[src/rtl/imem_loader.sv]
// imem_loader: assembles a big-endian byte stream into 32-bit words and writes them
// sequentially into an instruction memory starting at word address 0.
//
// Ports:
//   clk        - clock, all state changes on the rising edge
//   reset      - synchronous, active-high reset
//   start      - one-cycle pulse; begins a load at word address 0 (from IDLE or DONE)
//   byte_valid - byte_data/byte_last are valid this cycle
//   byte_data  - program byte, most significant byte of each word first
//   byte_last  - final byte of the image (qualified by byte_valid)
//   byte_ready - loader accepts a byte this cycle (LOAD only)
//   mem_we     - one-cycle write strobe (WRITE only)
//   mem_wa     - word write address
//   mem_wd     - write data, holds the last assembled word between writes
//   busy       - high in LOAD and WRITE
//   done       - high in DONE
//   word_count - words written since the last start
module imem_loader #(
  parameter int unsigned DEPTH = 64,
  parameter int unsigned AW    = 6
) (
  input  logic          clk,
  input  logic          reset,
  input  logic          start,
  input  logic          byte_valid,
  input  logic [7:0]    byte_data,
  input  logic          byte_last,
  output logic          byte_ready,
  output logic          mem_we,
  output logic [AW-1:0] mem_wa,
  output logic [31:0]   mem_wd,
  output logic          busy,
  output logic          done,
  output logic [AW:0]   word_count
);

  typedef enum logic [1:0] {StIdle, StLoad, StWrite, StDone} state_e;

  localparam logic [AW-1:0] LastAddr = AW'(DEPTH - 1);

  state_e        state_q;
  logic [1:0]    idx_q;
  logic [31:0]   asm_q;
  logic          we_q;
  logic          last_q;
  logic [AW-1:0] wa_q;
  logic [31:0]   wd_q;
  logic [AW:0]   wc_q;

  logic [31:0]   merged;

  // Byte index 0 lands in [31:24]; shift amount is 8*(3-idx) = {~idx, 3'b000}.
  always_comb begin
    merged = asm_q | ({24'b0, byte_data} << {~idx_q, 3'b000});
  end

  always_ff @(posedge clk) begin
    if (reset) begin
      state_q <= StIdle;
      idx_q   <= 2'd0;
      asm_q   <= 32'd0;
      we_q    <= 1'b0;
      last_q  <= 1'b0;
      wa_q    <= '0;
      wd_q    <= 32'd0;
      wc_q    <= '0;
    end else begin
      we_q <= 1'b0;
      unique case (state_q)
        StIdle, StDone: begin
          if (start) begin
            state_q <= StLoad;
            idx_q   <= 2'd0;
            asm_q   <= 32'd0;
            last_q  <= 1'b0;
            wa_q    <= '0;
            wc_q    <= '0;
          end
        end
        StLoad: begin
          if (byte_valid) begin
            if (idx_q == 2'd3 || byte_last) begin
              // Unfilled low bytes are already zero since asm_q is cleared per word.
              wd_q    <= merged;
              we_q    <= 1'b1;
              last_q  <= byte_last;
              state_q <= StWrite;
            end else begin
              asm_q <= merged;
              idx_q <= idx_q + 2'd1;
            end
          end
        end
        StWrite: begin
          asm_q <= 32'd0;
          idx_q <= 2'd0;
          wc_q  <= wc_q + (AW + 1)'(1);
          wa_q  <= (wa_q == LastAddr) ? '0 : wa_q + AW'(1);
          if (last_q || wa_q == LastAddr) begin
            state_q <= StDone;
          end else begin
            state_q <= StLoad;
          end
        end
        default: state_q <= StIdle;
      endcase
    end
  end

  // Reset in the WRITE cycle must keep the pending word out of memory.
  assign mem_we     = we_q & ~reset;
  assign mem_wa     = wa_q;
  assign mem_wd     = wd_q;
  assign word_count = wc_q;
  assign byte_ready = (state_q == StLoad);
  assign busy       = (state_q == StLoad) || (state_q == StWrite);
  assign done       = (state_q == StDone);

endmodule

[config.mk]
export PLATFORM = sky130hd
export DESIGN_NAME = imem_loader
export DESIGN_NICKNAME = d
export VERILOG_FILES = /design/src/rtl/imem_loader.sv
export SDC_FILE = /design/constraint.sdc
export NUM_CORES = 1
export LEC_CHECK = 0
export CORE_UTILIZATION = 54
export CTS_CLUSTER_DIAMETER = 150
export CTS_CLUSTER_SIZE = 30
export DETAILED_ROUTE_END_ITERATION = 12
export PLACE_DENSITY = 0.83
export SLEW_MARGIN = 20
export SYNTH_ARGS = -nofsm -noshare
export SYNTH_HDL_FRONTEND = slang
export SYNTH_SLANG_ARGS = --single-unit
export TNS_END_PERCENT = 5
[constraint.sdc]
create_clock -name clk -period 5.5 [get_ports clk]
set_clock_uncertainty 0.05 [all_clocks]
set_input_delay 0.825 -clock clk [delete_from_list [all_inputs] [get_ports clk]]
set_output_delay 0.825 -clock clk [all_outputs]
set_load 0.05 [all_outputs]
* After elaboration in Yosys (flattened, before gate mapping)
Cells that the tools add are included.
** Storage, ports and cells
- Register bits :: 83
- Latch bits :: 0
- Memory bits (writable) :: 0
- ROM bits :: 0
- Bits of input ports :: 13
- Output and inout port bits :: 49
- Logic and storage cells :: 63
- Memories :: 0
** Cells by class
- $add $sub $neg :: 3
- $mul :: 0
- Divide/modulo/power cells :: 0
- $lt $le $gt $ge :: 0
- Eq/ne operators :: 9
- Shift operators :: 1
- Muxes and demuxes :: 23
- Bitwise gates (word level) :: 6
- Reduce and logical (&&, ||, !) cells :: 13
** Operators with widths (count)
- two-way mux 32 bit :: 3
- one-hot mux 32 bit (3 select lines) :: 1
- OR 32 bit :: 1
- left shift 8 x 5 -> 32 bit :: 1
- two-way mux 2 bit :: 7
- one-hot mux 7 bit (2 select lines) :: 1
- two-way mux 6 bit :: 2
- one-hot mux 2 bit (3 select lines) :: 2
- one-hot mux 6 bit (2 select lines) :: 1
- AND reduction 3 bit :: 3
- adder 7 x 1 -> 7 bit (second input constant) :: 1
- two-way mux 7 bit :: 1
- adder 6 x 1 -> 6 bit (second input constant) :: 1
- equality test 2 bit (second input constant) :: 3
- equality test 6 bit (second input constant) :: 1
- != test 2 bit (second input constant) :: 3
- two-way mux 1 bit :: 4
- AND reduction 4 bit :: 1
- nonzero test 2 bit :: 2
- logical OR 1 bit :: 3
- inverter 1 bit :: 3
- OR reduction 3 bit :: 1
- adder 2 x 1 -> 2 bit (second input constant) :: 1
- equality test 2 x 1 -> 1 bit (second input constant) :: 1
- 7 further kinds :: 7

* Logic depth before layout (Yosys ltp)
- Depth after elaboration :: 6
- Mapped depth :: 8
- Gate-level depth less buffers :: 6

* Least setup slack after synthesis
OpenSTA, ideal clock, no wires.
- Path kind :: in2out
- From :: in reset
- To :: out mem_we
- Arrival :: 2100 ps
- Data required time :: 4625 ps
- Setup slack :: 2525 ps
- Stages :: 4
- Path buffers :: 3
- Path through :: clkbuf_1 -> buf_2 -> buf_1 -> nor2b_1
** Between the ends
- Cells in the longest elaborated chain, start to end :: 2
** Ends and longest elaborated chain
- from (decl) :: line 23 : input logic reset,
- inverter 1 bit :: line 111 : assign mem_we = we_q & ~reset;
- AND 1 bit :: line 111
- to (decl) :: line 29 : output logic mem_we,
Every way passes these cells.

* Worst setup path in the final report
- From :: reg state_q[0]
- To :: out busy
** Between the ends
- Cells in the longest elaborated chain, start to end :: 2
- Elaborated cells between the ends (all ways) :: 3
- Those cells by class :: eq/ne (2); reduce/logical (1)
** Ends and longest elaborated chain
- from (decl) :: line 41 : state_e state_q;
- from (signal assigned) :: line 59 : state_q <= StIdle;
- from (signal assigned) :: line 72 : state_q <= StLoad;
- from (signal assigned) :: line 87 : state_q <= StWrite;
- equality test 2 x 1 -> 1 bit or equality test 2 bit (tied branches) :: line 116 : assign busy = (state_q == StLoad) || (state_q == StWrite);
- logical OR 1 bit * :: line 116
- to (decl) :: line 32 : output logic busy,
Mark *: on every way between the ends. The rest lies on a longest branch, timed or not.

==> metrics.txt <==
status=finished clean; core area=between 5000 and 6000 um2; Worst-Margin Slew=0.726 ns; cell mode on critical path=inv_1; CTS tree=done; Worst setup EP type=output pin; Top Ports=between 60 and 70; post-detail-place hpwl=5.10 mm; fin crit share=0.559; top-count cell post-synth=dfxtp_1; chip width=79.5 um; Final min period=3.08 ns; row cnt=27; Worst path top cell family by delay=buffers and inverters; Setup Total Neg Slack=0 ns; first-pass GRT wire length=12.9 mm; Yosys top cell area share=0.513; Syn. warnings=0; fmax=about 330 MHz; ys async rst share=0; fraction of layout cells with a size suffix above 1=0.0599; Fin. Hold Viols=0; wirelength, routed=7.99 mm; GRT Total Usage=0.270; slowest cell on the critical path=clkdlybuf4s50_1; CTS Hold Buffers Added=0; peak supply drop=roughly 280 uV; clock latency on the worst-skew pair=0.35 ns; ANT nets after route=0; Post-synth EDFFs=0; Starting Density=0.574; gpl congestion=0.886; fin area=4090 um2; worst rel slew slack=0.515; HP Class=reg -> reg; Inserted Diodes=0; RSZ-0062 raised after global routing=false; largest net degree at the start of global routing=55; number of global-route vias before repair=2542; Pwr Total=~1.7 mW; vias after detailed routing=2795; post-CTS sizing=0; critical path startpoint category=flop; DRC Markers=0; distinct cell type count after synthesis=38; Buf/Inv on CP=3; H-tree depth=3; max-slew violations=0; PortBufs=61; # setup viols final=0; WP data arrival=2.20 ns; nets@finish=416; top cells by count, synth=dfxtp_1, nor2_1, nor3_1; Congestion Overflow GR=0; power density over cell area=421 nW/um2; Synth Register Bits=83; Main synth FF type=dfxtp_1; critical path fanouts, max=7; vias per cell=5.91; antenna violations before repair=0; critical path class=reg -> out; Synth Net Count=362; Clock Root Buffer=clkbuf_8; max cap viols=0; Cell Area, Synth=3240 um2; slowest stage delay, CP=just over 0.8 ns; post-synthesis area per instance=9.47 um2; P_leak=1.48 nW; Clock Pin Slew Worst Setup and Hold Paths=0.08 ns; WL/cell=16.9 um; chip height=79.5 um; maximum clock path buffer count=2; Detailed Route Iter0 Violations=256; Worst EP required=4.62 ns; Cell Area, Placed=slightly below 4000 um2; Cell Chain, Critical Path=inv_1, ha_1, inv_1, clkdlybuf4s50_1; die footprint=6310 um2; TritonRoute pass-1 iters=4; area leader, netlist=dfxtp_1; Num CTS Buffers=9; area growth from synthesis to layout=26.3%; setup bufs post-CTS=0; Synth area leaders=dfxtp_1, a22o_1, a211oi_1, nor2_1, nor3_1; Sink Count=83; register area share after synthesis=0.513; cell count after synthesis=342
-- through the flow --
step	instances	utilization	hold WS, ns	worst slack, ns
CTS	473	0.725	0.440	2.42
finish	473	0.725	0.435	2.42
floorplan	342	-	0.394	2.53
detailed placement	457	0.686	0.417	2.45
global route	473	0.725	0.455	2.35
global placement	457	0.685	0.411	2.61
-- state kept, by name, summed over array words and instances, names as in the netlist --
name        cells
asm_q          32
idx_q           2
last_q          1
mem_wa          6
mem_wd         32
state_q         2
we_q            1
word_count      7
-- cell type report --
type,count,area [um2]
Multi-Input combinational cell,232,1470
Fill cell,414,1550
Inverter,7,26.3
Sequential cell,83,1660
Tap cell,72,90.1
Timing Repair Buffer,63,621
Clock buffer,12,145
Clock inverter,4,73.8
-- cell families (layout without fill, tap and decap cells) --
group	Yosys count	after routing	share of synthesized area
adder cells (fa/ha/maj)	7	7	0.0270
AND/OR/NAND/NOR	130	130	0.189
buffers and inverters	27	86	0.0348
multiplexers	2	2	0.00657
flip-flops	83	83	0.513
AO/OA/AOI/OAI	86	86	0.211
XOR/XNOR	7	7	0.0189
-- worst paths after layout --
| check | slack [ns] | end | cells after the start | startpoint |
|---|---|---|---|---|
| setup / recovery | 2.42 | busy | 4 | state_q[0] |
| hold / removal | 0.43 | asm_q[9] | 1 | asm_q[9] |
| setup reg to reg | 3.35 | mem_wd[8] | 5 | state_q[0] |
| hold reg to reg | 0.43 | asm_q[9] | 1 | asm_q[9] |
-- report_power, final --
part | internal, mW | switching (mW) | total, mW
clock | 0.269 | 0.212 | 0.481
sequential | 0.647 | 0.0355 | 0.683
combinational | 0.176 | 0.381 | 0.557
total | 1.09 | 0.629 | 1.72
-- layout by cell type, fill, tap and decap left out, types with 10 or more instances in the layout --
cell / count
a211oi_1: 33
a22o_1: 32
clkbuf_8: 10
clkdlybuf4s50_1: 60
dfxtp_1: 83
nand2_1: 13
nor2_1: 53
nor2b_1: 10
nor3_1: 34
-- routing by layer --
metal,track usage,share of wire,vias up
met1,0.389,0.47,1337
met5,0,0,-
met2,0.389,0.45,96
met3,0.0411,0.061,13
met4,0.131,0.020,0
li1,-,-,1349
Power figures use the tool's default switching activity.
